===== src/rtl/sonic_echo_emu_if.sv =====
`timescale 1ns / 1ps
`default_nettype none
// ============================================================================
// Module   : sonic_echo_emu_if
// Purpose  : trig/echo pin bundle between a ranging front end and the
//            sonic_echo_emu responder (pin-for-pin with an HC-SR04).
// Signals  : trig       front end -> emulator, asynchronous trigger
//            dist_cm    front end -> emulator, programmed distance (cm)
//            echo       emulator -> front end, echo pulse
//            busy       emulator -> front end, measurement in progress
//            short_trig emulator -> front end, rejected short trigger pulse
//            echo_done  emulator -> front end, echo falling-edge pulse
// Modports : master = ranging front end, slave = emulator
// Revision : 1.0 - initial release
// ============================================================================
interface sonic_echo_emu_if;
  logic       trig;
  logic [9:0] dist_cm;
  logic       echo;
  logic       busy;
  logic       short_trig;
  logic       echo_done;

  modport master (
    output trig, dist_cm,
    input  echo, busy, short_trig, echo_done
  );

  modport slave (
    input  trig, dist_cm,
    output echo, busy, short_trig, echo_done
  );
endinterface
`default_nettype wire


===== src/rtl/sonic_echo_emu.sv =====
`timescale 1ns / 1ps
`default_nettype none
// ============================================================================
// Module   : sonic_echo_emu
// Purpose  : Cycle-accurate HC-SR04 responder. Watches trig and answers with
//            an echo pulse whose width encodes a programmed distance.
// Ports    : clk50  in   system clock, rising edge
//            rst_n  in   asynchronous active-low reset
//            bus    slave modport of sonic_echo_emu_if
//                   (trig, dist_cm in; echo, busy, short_trig, echo_done out)
// Options  : SONIC_EMU_TIMEOUT_EN - when defined, distances above MAX_CM give
//            the no-object echo of TIMEOUT_CYC cycles; otherwise they
//            saturate to MAX_CM.
// Revision : 1.0 - initial release
// ============================================================================
module sonic_echo_emu #(
  parameter int TRIG_MIN_CYC = 500,
  parameter int HOLDOFF_CYC  = 25000,
  parameter int CYC_PER_CM   = 2900,
  parameter int MAX_CM       = 400,
  parameter int TIMEOUT_CYC  = 1900000,
  parameter int RECOVER_CYC  = 500000
) (
  input  logic                   clk50,
  input  logic                   rst_n,
  sonic_echo_emu_if.slave        bus
);

  localparam logic [20:0] C_TRIG_MIN = 21'(TRIG_MIN_CYC);
  localparam logic [20:0] C_HOLD_M1  = 21'(HOLDOFF_CYC - 1);
  localparam logic [20:0] C_REC_M1   = 21'(RECOVER_CYC - 1);
  localparam logic [20:0] C_CPC      = 21'(CYC_PER_CM);
  localparam logic [20:0] C_MAX_N    = 21'(MAX_CM * CYC_PER_CM);
  localparam logic [9:0]  C_MAX_CM   = 10'(MAX_CM);

  typedef enum logic [2:0] {
    S_IDLE    = 3'd0,
    S_TRIG_HI = 3'd1,
    S_HOLDOFF = 3'd2,
    S_ECHO    = 3'd3,
    S_RECOVER = 3'd4
  } state_t;

  state_t      state_q, state_d;
  logic        sync1_q, trig_s_q, trig_prev_q;
  logic [20:0] cnt_q, cnt_d;
  logic [20:0] n_q, n_d;
  logic        echo_q, echo_d;
  logic        busy_q, busy_d;
  logic        short_q, short_d;
  logic        done_q, done_d;

  logic        trig_rise;
  logic [9:0]  dist_eff;
  logic [20:0] n_calc;

  // --------------------------------------------------------------------------
  // Two-flop synchronizer plus a delayed copy for edge detection
  // --------------------------------------------------------------------------
  always_ff @(posedge clk50 or negedge rst_n) begin
    if (!rst_n) begin
      sync1_q     <= 1'b0;
      trig_s_q    <= 1'b0;
      trig_prev_q <= 1'b0;
    end else begin
      sync1_q     <= bus.trig;
      trig_s_q    <= sync1_q;
      trig_prev_q <= trig_s_q;
    end
  end

  assign trig_rise = trig_s_q & ~trig_prev_q;

  // --------------------------------------------------------------------------
  // Echo width from the live distance; only captured at latch time
  // --------------------------------------------------------------------------
  always_comb begin
    dist_eff = (bus.dist_cm == 10'd0) ? 10'd1 : bus.dist_cm;
    n_calc   = 21'(dist_eff) * C_CPC;
    if (bus.dist_cm > C_MAX_CM) begin
`ifdef SONIC_EMU_TIMEOUT_EN
      n_calc = 21'(TIMEOUT_CYC);
`else
      n_calc = C_MAX_N;
`endif
    end
  end

  // --------------------------------------------------------------------------
  // State register and registered outputs
  // --------------------------------------------------------------------------
  always_ff @(posedge clk50 or negedge rst_n) begin
    if (!rst_n) begin
      state_q <= S_IDLE;
      cnt_q   <= '0;
      n_q     <= '0;
      echo_q  <= 1'b0;
      busy_q  <= 1'b0;
      short_q <= 1'b0;
      done_q  <= 1'b0;
    end else begin
      state_q <= state_d;
      cnt_q   <= cnt_d;
      n_q     <= n_d;
      echo_q  <= echo_d;
      busy_q  <= busy_d;
      short_q <= short_d;
      done_q  <= done_d;
    end
  end

  // --------------------------------------------------------------------------
  // Next-state logic. A single 21-bit counter serves every phase: it counts
  // up while trig is high and down (terminal value 0) in the timed phases.
  // --------------------------------------------------------------------------
  always_comb begin
    state_d = state_q;
    cnt_d   = cnt_q;
    n_d     = n_q;
    short_d = 1'b0;
    done_d  = 1'b0;

    case (state_q)
      S_IDLE: begin
        if (trig_rise) begin
          state_d = S_TRIG_HI;
          cnt_d   = '0;
        end
      end

      S_TRIG_HI: begin
        // TRIG_HI is only entered with trig_s high and left on its first
        // low cycle, so a low trig_s here is always the falling edge.
        if (trig_s_q) begin
          if (cnt_q < C_TRIG_MIN) begin
            cnt_d = cnt_q + 21'd1;
          end
        end else if (cnt_q >= C_TRIG_MIN) begin
          n_d     = n_calc;
          cnt_d   = C_HOLD_M1;
          state_d = S_HOLDOFF;
        end else begin
          short_d = 1'b1;
          cnt_d   = '0;
          state_d = S_IDLE;
        end
      end

      S_HOLDOFF: begin
        if (cnt_q == '0) begin
          cnt_d   = n_q - 21'd1;
          state_d = S_ECHO;
        end else begin
          cnt_d = cnt_q - 21'd1;
        end
      end

      S_ECHO: begin
        if (cnt_q == '0) begin
          cnt_d   = C_REC_M1;
          done_d  = 1'b1;
          state_d = S_RECOVER;
        end else begin
          cnt_d = cnt_q - 21'd1;
        end
      end

      S_RECOVER: begin
        if (cnt_q == '0) begin
          state_d = S_IDLE;
        end else begin
          cnt_d = cnt_q - 21'd1;
        end
      end

      default: begin
        state_d = S_IDLE;
        cnt_d   = '0;
      end
    endcase

    // Outputs are registered copies of the next state so echo and busy
    // change on the same edge as the state they describe.
    echo_d = (state_d == S_ECHO);
    busy_d = (state_d == S_HOLDOFF) || (state_d == S_ECHO) ||
             (state_d == S_RECOVER);
  end

  assign bus.echo       = echo_q;
  assign bus.busy       = busy_q;
  assign bus.short_trig = short_q;
  assign bus.echo_done  = done_q;

endmodule
`default_nettype wire

===== src/flat_wrapper.sv =====
// flat-port wrapper written by rule: the top's interface ports become plain ports
module sonic_echo_emu_flat 
#(
  parameter int TRIG_MIN_CYC = 500,
  parameter int HOLDOFF_CYC  = 25000,
  parameter int CYC_PER_CM   = 2900,
  parameter int MAX_CM       = 400,
  parameter int TIMEOUT_CYC  = 1900000,
  parameter int RECOVER_CYC  = 500000
)
  (clk50, rst_n, bus_trig, bus_dist_cm, bus_echo, bus_busy, bus_short_trig, bus_echo_done);
  sonic_echo_emu_if bus_i ();
  input  logic clk50;
  input  logic rst_n;
  input wire logic [$bits(bus_i.trig)-1:0] bus_trig;
  input wire logic [$bits(bus_i.dist_cm)-1:0] bus_dist_cm;
  output wire logic [$bits(bus_i.echo)-1:0] bus_echo;
  output wire logic [$bits(bus_i.busy)-1:0] bus_busy;
  output wire logic [$bits(bus_i.short_trig)-1:0] bus_short_trig;
  output wire logic [$bits(bus_i.echo_done)-1:0] bus_echo_done;
  assign bus_i.trig = bus_trig;
  assign bus_i.dist_cm = bus_dist_cm;
  assign bus_echo = bus_i.echo;
  assign bus_busy = bus_i.busy;
  assign bus_short_trig = bus_i.short_trig;
  assign bus_echo_done = bus_i.echo_done;
  sonic_echo_emu #(.TRIG_MIN_CYC(TRIG_MIN_CYC), .HOLDOFF_CYC(HOLDOFF_CYC), .CYC_PER_CM(CYC_PER_CM), .MAX_CM(MAX_CM), .TIMEOUT_CYC(TIMEOUT_CYC), .RECOVER_CYC(RECOVER_CYC)) u_core (.clk50(clk50), .rst_n(rst_n), .bus(bus_i));
endmodule

===== config.mk =====
export PLATFORM = sky130hd
export DESIGN_NAME = sonic_echo_emu_flat
export DESIGN_NICKNAME = d
export VERILOG_FILES = /design/src/rtl/sonic_echo_emu_if.sv /design/src/rtl/sonic_echo_emu.sv /design/src/flat_wrapper.sv
export SDC_FILE = /design/constraint.sdc
export NUM_CORES = 1
export LEC_CHECK = 0
export BUFFER_PORTS_ARGS = -buffer_cell sky130_fd_sc_hd__buf_2
export CAP_MARGIN = 20
export CELL_PAD_IN_SITES_DETAIL_PLACEMENT = 1
export CELL_PAD_IN_SITES_GLOBAL_PLACEMENT = 1
export CORE_UTILIZATION = 50
export DETAILED_ROUTE_END_ITERATION = 8
export PLACE_DENSITY_LB_ADDON = 0.1
export SYNTH_ARGS = -nofsm -noshare
export SYNTH_HDL_FRONTEND = slang
export SYNTH_SLANG_ARGS = --single-unit

===== constraint.sdc =====
create_clock -name clk50 -period 3.8 [get_ports clk50]
set_input_delay 0.76 -clock clk50 [delete_from_list [all_inputs] [get_ports clk50]]
set_output_delay 0.76 -clock clk50 [all_outputs]
set_load 0.03 [all_outputs]

==> out/metrics.cfg, run 1 <==
[floorplanning]
die_w_microns = 105
initial_utilization_pct = 51.4
ios = 17
core.rowCount = 37
design.die.area_sq_um = 11000
core-area_sq_um = 10300
dieHeight_microns = 105

[global_route]
pin_count_of_the_biggest_net_entering_global_routing = 30
global_route.usage.total_pct = 35.8
globalRoute.totalOverflow = 0
number_of_antenna_violations_at_the_first_check_in_global_routing = 0
grt_pass1_vias = 5952
grt_pass1_wl_microns = 30800

[placement]
dp_hpwl_microns = 13700
placed_cells = 815
io_buffer_count = 16
routabilityCongestion = 0.916

[detailed_routing]
number_of_vias_per_cell = 6.54
postRouteWirelength_microns = 21000
drt_pre_antenna_iters = 5
drtAntennaViolNets = 0
post-route-drc-count = 0
routed_wire_length_per_instance_microns = 25.1
dr_total_vias = 5482
dr.first_iter.drc_count = 398

[synth]
synth_enable_flop_cells = 0
netlist_area_sq_um = 5280
syn_inst_count = 624
synth_cell_types = 66
net_count_after_synthesis = 711
sequential_element_share_of_the_synthesized_area_pct = 23.7
most_used_flip_flop_cell_after_synthesis = sky130_fd_sc_hd__dfrtp_1
synth-warning-count = 0
synth_async_sr_flop_share_pct = 100
synth.avg_cell_area_sq_um = 8.46
synth.ff_latch_count = 50

[worst_setup_path]
worstSetupPathType = in -> reg
critPathMaxStageDelay_ns = 0.57
cp_capture_type = register
r2r_start = u_core.cnt_q[6]
timing.critical_path.to = u_core.n_q[16]
cp-startpoint = bus_dist_cm[4]
cp.required_ns = 4.00
rrSetupSlack_ns = 0.93
worst_r2r_endpoint = u_core.n_q[9]
cp_num_cells = 17
startpoint_type = primary input
cell_type_group_with_the_largest_total_delay_on_the_critical_path = adder cells
ff2ff_path_depth = 6
cpMaxStageDelayCell = sky130_fd_sc_hd__fa_1
arrival_ns = 4.84
critPathMaxFanout = 3
worstPathCellList = buf_6 > nor4_4 > a31o_2 > ha_4 > ha_4 > fa_1 > inv_2 > fa_1 > fa_1 > inv_2 > ha_4 > buf_6 > nor4b_4 > or2_4 > a21oi_2 > xor2_1 > a21oi_1
crit_buf_inv = 4

[timing]
post-route-worst-setup-slack_ns = -0.844
period_needed_ns = 4.64
timing.max_slew.rel_slack_pct = 38.3
final_max_slew_viol_count = 0
fin_hold_ws_ns = 0.360
fin_worst_skew_ns = 0.0131
hold_viol = 0
achievable_freq_mhz = 215
grt_setup_unrepaired = true
setup_viol = 11
max_slew.worst_pin.slew_ns = 0.918
post-route-period-util_pct = 122

[min_path]
timing.hold.worst.class = reg -> reg

[cts]
clk_path_buf_depth = 2
clk_latency_ns = 0.32
clock_tree.root_cell = sky130_fd_sc_hd__clkbuf_8
cts_tree = yes
worst_setup_hold_path_clk_slew_ns = 0.10
clock_sink_count = 50
numCtsBuffers = 5
cts-hold-fix-buffers = 0
htree_levels = 2

[layout]
finalNetCount = 788
layout-area-overhead-vs-synth_pct = 25.2
num-fill-cells = 1168
finish.cell_count_without_fillers = 838
fraction_of_layout_instances_using_a_drive_strength_above_1_pct = 25.8
layout.cells.most_common_list = sky130_fd_sc_hd__buf_4, sky130_fd_sc_hd__dfrtp_1, sky130_fd_sc_hd__inv_1
num_antenna_cells = 0
layout_commonest_cell = sky130_fd_sc_hd__buf_4

[power_and_ir_drop]
ir_worst_vdd_mv = 0.409
pwr_density_cell_nw_per_um2 = 560
p_leak_uw = 0.00292

[status]
failed_checks = negative setup slack
run_status = finished with violations

[flow_run]
drv.max_cap_violation_count = 0

==> flip-flops by register name, summed over array words and instances, names as in the netlist <==
signal and cells:
u_core.trig_s_q 1, u_core.n_q 19, u_core.cnt_q 21, u_core.bus.echo_done 1, u_core.state_q 3, u_core.bus.echo 1
u_core.bus.short_trig 1, u_core.sync1_q 1, u_core.trig_prev_q 1, u_core.bus.busy 1
==> repair_timing <==
| action | 4_1_cts | 5_1_grt |
|---|---|---|
| endpoints found under the setup margin | 10 | 12 |
| setup buffers | 6 | 10 |
| gates resized for setup | 26 | 21 |
| gates cloned | 0 | 0 |
| pin swaps | 31 | 16 |
==> stage by stage <==
step	setup TNS (ns)	worst slack [ns]	instance area [sq um]	utilization (%)	total power [uW]
2_1_floorplan	-4.79	-0.695	5570	-	1940
3_3_place_gp	-7.52	-0.905	6200	60.3	2490
3_5_place_dp	-9.18	-1.09	6200	60.3	2620
4_1_cts	-5.07	-0.655	6450	62.8	3230
5_1_grt	-8.32	-0.937	6610	64.3	3880
6_report	-7.43	-0.844	6610	64.3	3700
==> synthesized netlist by cell type, types with 19 or more instances <==
| cell type | n | area share (%) |
|---|---|---|
| sky130_fd_sc_hd__xor2_1 | 21 | 3.5 |
| sky130_fd_sc_hd__nor2_1 | 46 | 3.3 |
| sky130_fd_sc_hd__nand2_1 | 38 | 2.7 |
| sky130_fd_sc_hd__a21oi_1 | 28 | 2.7 |
| sky130_fd_sc_hd__clkbuf_1 | 25 | 1.8 |
| sky130_fd_sc_hd__xnor2_1 | 30 | 5.0 |
| sky130_fd_sc_hd__inv_1 | 52 | 3.7 |
| sky130_fd_sc_hd__ha_1 | 52 | 12 |
| sky130_fd_sc_hd__nor3_1 | 24 | 2.3 |
| sky130_fd_sc_hd__nor4_1 | 19 | 2.3 |
| sky130_fd_sc_hd__o21ai_0 | 32 | 3.0 |
| sky130_fd_sc_hd__dfrtp_1 | 50 | 24 |
| sky130_fd_sc_hd__fa_1 | 22 | 8.3 |
==> kinds of logic (layout without fill, tap and decap cells) <==
logic type      count (synthesis)  count (layout)  share of synthesized area [%]
simple gates                  211             211                           21.8
flops                          50              50                           23.7
compound gates                150             150                           18.8
xor+xnor                       51              51                           8.46
mux                             1               1                          0.190
buf+inv                        87             165                           6.40
fa+ha+maj                      74              74                           20.7
==> worst min-delay path by stage <==
| stage | startpoint | to | slack, ns | depth (start not counted) |
|---|---|---|---|---|
| after floorplan | u_core.sync1_q | u_core.trig_s_q | 0.33 | 0 |
| after global placement | u_core.sync1_q | u_core.trig_s_q | 0.33 | 0 |
| after detailed placement | u_core.sync1_q | u_core.trig_s_q | 0.34 | 0 |
| after CTS | u_core.sync1_q | u_core.trig_s_q | 0.36 | 0 |
| after global routing | u_core.sync1_q | u_core.trig_s_q | 0.37 | 0 |
| final | u_core.sync1_q | u_core.trig_s_q | 0.36 | 0 |
==> final cells by class <==
type | instances | area [sq um] | share of cell area [%]
clock buffer | 6 | 72.6 | 1.10
clock inverter | 2 | 13.8 | 0.208
inverter | 52 | 195 | 2.95
multi-input combinational | 487 | 4110 | 62.2
sequential | 50 | 1250 | 18.9
tap | 136 | 170 | 2.57
timing repair buffer | 105 | 795 | 12.0
==> per-layer routing <==
metal | GRT usage (%) | up-vias | wire length, microns
met5 | 0 | - | 0
met4 | 18.7 | 0 | 1230
met3 | 4.12 | 103 | 1060
met2 | 68.9 | 251 | 11100
met1 | 38.0 | 2728 | 7570
li1 | - | 2400 | -
==> where the power goes <==
part | switching [uW] | internal, uW
registers | 45.6 | 559
logic | 1450 | 1320
clock network | 196 | 131
Note: power is estimated with default switching activity, not from simulation.
==> run 2: changes to the inputs <==
--- a/config.mk
+++ b/config.mk
@@ -5,6 +5,7 @@
 export SDC_FILE = /design/constraint.sdc
 export NUM_CORES = 1
 export LEC_CHECK = 0
+export ABC_AREA = 1
 export BUFFER_PORTS_ARGS = -buffer_cell sky130_fd_sc_hd__buf_2
 export CAP_MARGIN = 20
 export CELL_PAD_IN_SITES_DETAIL_PLACEMENT = 1
==> run 2 against run 1 <==
Compared with the run above:
- the run still ends with negative setup slack left
- die area up 19%
- total power up 130%
- worst hold slack better by 0.019 ns
- core utilization down 0.99 points
- count of clock-buffer cells in the layout down 1
- critical endpoint is now u_core.n_q[15]
- highest routed layer unchanged
==> out/metrics.cfg, run 2 <==
[cts]
clk_latency_ns = 0.33
htree_levels = 2
cts-hold-fix-buffers = 0
cts_tree = yes
numCtsBuffers = 5
clock_tree.root_cell = sky130_fd_sc_hd__clkbuf_16
clock_sink_count = 50
clk_path_buf_depth = 2
worst_setup_hold_path_clk_slew_ns = 0.08

[global_route]
pin_count_of_the_biggest_net_entering_global_routing = 33
grt_pass1_wl_microns = 41000
global_route.usage.total_pct = 41.8
globalRoute.totalOverflow = 0
grt_pass1_vias = 7860
number_of_antenna_violations_at_the_first_check_in_global_routing = 1

[worst_setup_path]
worstSetupPathType = in -> reg
critPathMaxStageDelay_ns = 0.59
worstPathCellList = buf_8 > buf_4 > nand2_1 > inv_1 > nor2_2 > buf_4 > ha_4 > fa_1 > inv_2 > fa_1 > fa_1 > inv_2 > ha_4 > nand2_4 > nor2_4 > nand3_2 > nand3_4 > buf_6 > o21ai_1 > a21oi_1 > nor2_1
worst_r2r_endpoint = u_core.cnt_q[6]
cell_type_group_with_the_largest_total_delay_on_the_critical_path = adder cells
timing.critical_path.mode_cell = sky130_fd_sc_hd__fa_1
rrSetupSlack_ns = 0.84
ff2ff_path_depth = 11
crit_buf_inv = 7
r2r_start = u_core.cnt_q[0]
cpMaxStageDelayCell = sky130_fd_sc_hd__fa_1
cp_capture_type = register
critPathMaxFanout = 6
cp.required_ns = 4.01
arrival_ns = 4.95
startpoint_type = primary input

[synth]
sequential_element_share_of_the_synthesized_area_pct = 19.9
synth_largest_area_cell = sky130_fd_sc_hd__dfrtp_1
synth_commonest_cells = sky130_fd_sc_hd__nand2_1, sky130_fd_sc_hd__inv_1, sky130_fd_sc_hd__nor2_1
synth_cell_types = 42
synthDominantCellAreaShare_pct = 19.9
synth_async_sr_flop_share_pct = 100
synth_enable_flop_cells = 0
most_used_flip_flop_cell_after_synthesis = sky130_fd_sc_hd__dfrtp_1
synth_most_common_cell = sky130_fd_sc_hd__nand2_1
syn_inst_count = 954
net_count_after_synthesis = 1041
synth.ff_latch_count = 50
netlist_area_sq_um = 6280
synth.avg_cell_area_sq_um = 6.59
synth-warning-count = 0
synth_area_leaders = sky130_fd_sc_hd__dfrtp_1, sky130_fd_sc_hd__nand2_1, sky130_fd_sc_hd__ha_1

[floorplanning]
core.rowCount = 40
design.die.area_sq_um = 13000
ios = 17
dieHeight_microns = 114
core-area_sq_um = 12100
die_w_microns = 114
initial_utilization_pct = 51.9

[timing]
fin_hold_ws_ns = 0.379
grt_setup_unrepaired = true
post-route-worst-setup-slack_ns = -0.938
hold_viol = 0
max_slew.worst_pin.slew_ns = 0.850
setup_viol = 11
period_needed_ns = 4.74
fin_worst_skew_ns = 0.0104
post-route-period-util_pct = 125
achievable_freq_mhz = 211
timing.max_slew.rel_slack_pct = 43.3
final_max_slew_viol_count = 0
final.setup.tns_ns = -7.94

[detailed_routing]
dr_total_vias = 7608
routed_wire_length_per_instance_microns = 26.5
number_of_vias_per_cell = 6.42
postRouteWirelength_microns = 31400
drtAntennaViolNets = 0
dr.first_iter.drc_count = 959
post-route-drc-count = 0
drt_pre_antenna_iters = 5

[placement]
place_ws_ns = -1.01
io_buffer_count = 16
dp_hpwl_microns = 18400
routabilityCongestion = 0.994

[status]
run_status = finished with violations
failed_checks = negative setup slack

[layout]
register_bank_with_the_most_flops = u_core.cnt_q
registers_with_the_most_flip_flops = u_core.cnt_q: 21 flops, u_core.n_q: 19 flops, u_core.state_q: 3 flops
num-fill-cells = 1573
largest_reg_flops = 21
fraction_of_layout_instances_using_a_drive_strength_above_1_pct = 23.1
layout_commonest_cell = sky130_fd_sc_hd__nand2_1
layout.cells.most_common_list = sky130_fd_sc_hd__nand2_1, sky130_fd_sc_hd__inv_1, sky130_fd_sc_hd__nor2_1
finalNetCount = 1102
layout-area-overhead-vs-synth_pct = 22.1

[flow_run]
drv.max_cap_violation_count = 0

[power_and_ir_drop]
pwr_density_cell_nw_per_um2 = 1100
p_leak_uw = 0.00397
ir_worst_vdd_mv = 0.610

[min_path]
worst_hold_path.num_cells = 0
hold_path.startpoint = u_core.sync1_q
timing.hold.worst.class = reg -> reg
holdPathEnd = u_core.trig_s_q

[run 2: changes by cell type in the layout (fill, tap and decap cells not counted), moves of 24 or more]
cell	delta
sky130_fd_sc_hd__inv_1	+69
sky130_fd_sc_hd__nand2_1	+218
sky130_fd_sc_hd__nand3_1	+66
sky130_fd_sc_hd__nor2_1	+60
sky130_fd_sc_hd__xnor2_1	-24
[run 2: logic make-up (layout without fill, tap and decap cells)]
family / after synthesis / count (layout) / synth area share [%]
AOI/OAI and AO/OA: 78 / 78 / 6.99
xor gates and xnor gates: 32 / 32 / 4.46
adders and majority gates: 74 / 74 / 17.4
buffers and inverters: 166 / 228 / 12.0
DFF: 50 / 50 / 19.9
other: 0 / 1 / 0
and+or+nand+nor: 554 / 554 / 39.3
[run 2: layout make-up]
class | count | area, sq um | share of cell area (%)
clock buffer | 5 | 125 | 1.63
tap | 168 | 210 | 2.74
sequential | 50 | 1250 | 16.3
inverter | 134 | 509 | 6.64
multi-input combinational | 738 | 4870 | 63.5
antenna | 1 | 2.50 | 0.0326
timing repair buffer | 86 | 656 | 8.55
clock inverter | 3 | 43.8 | 0.571
[run 2: through the flow]
| step | cells | power [uW] | cell area [sq um] | utilization (%) |
|---|---|---|---|---|
| floorplan | 954 | 4960 | 6480 | - |
| global route | 1184 | 8790 | 7670 | 63.3 |
| finish | 1185 | 8440 | 7670 | 63.3 |
| global placement | 1170 | 6140 | 7000 | 57.8 |
| detailed placement | 1170 | 6490 | 7000 | 57.8 |
| CTS | 1180 | 7300 | 7350 | 60.7 |
[run 2: worst max-delay path by stage]
| stage | to | slack [ns] | cells after the start | from |
|---|---|---|---|---|
| 2_1_floorplan | u_core.n_q[20] | -0.42 | 20 | bus_dist_cm[5] |
| 3_3_place_gp | u_core.n_q[15] | -0.70 | 19 | bus_dist_cm[5] |
| 3_5_place_dp | u_core.n_q[14] | -1.01 | 21 | bus_dist_cm[5] |
| 4_1_cts | u_core.n_q[16] | -0.61 | 21 | bus_dist_cm[5] |
| 5_1_grt | u_core.n_q[18] | -1.18 | 20 | bus_dist_cm[5] |
| 6_report | u_core.n_q[15] | -0.94 | 21 | bus_dist_cm[5] |
[run 2: where the power goes]
| part | total [uW] | switching (uW) | internal (uW) | leakage [uW] |
|---|---|---|---|---|
| Sequential | 1050 | 338 | 713 | 0.000638 |
| Clock | 568 | 255 | 314 | 0.0000842 |
| Combinational | 6830 | 4540 | 2280 | 0.00325 |
| Total | 8440 | 5140 | 3310 | 0.00397 |
[run 2: per-layer routing]
metal / global-route usage [%] / wire (microns)
met1: 39.3 / 10400
met2: 75.8 / 15300
met3: 8.52 / 2320
met4: 38.7 / 3460
met5: 0 / 0
[run 2: worst register-to-register path, delay by kind of cell, from the launching register on]
kind | cells | cell delay [ns]
AND/OR/NAND/NOR | 8 | 1.62
buffers and inverters | 1 | 0.15
AO/OA/AOI/OAI | 1 | 0.21
flip-flops | 1 | 0.55
adder cells (fa/ha/maj) | 1 | 0.36
[run 2: timing repair]
| item | in CTS | in global routing |
|---|---|---|
| setup endpoints to repair | 10 | 13 |
| pin swaps | 14 | 42 |
| buffers inserted | 2 | 6 |
| gates resized for setup | 37 | 71 |
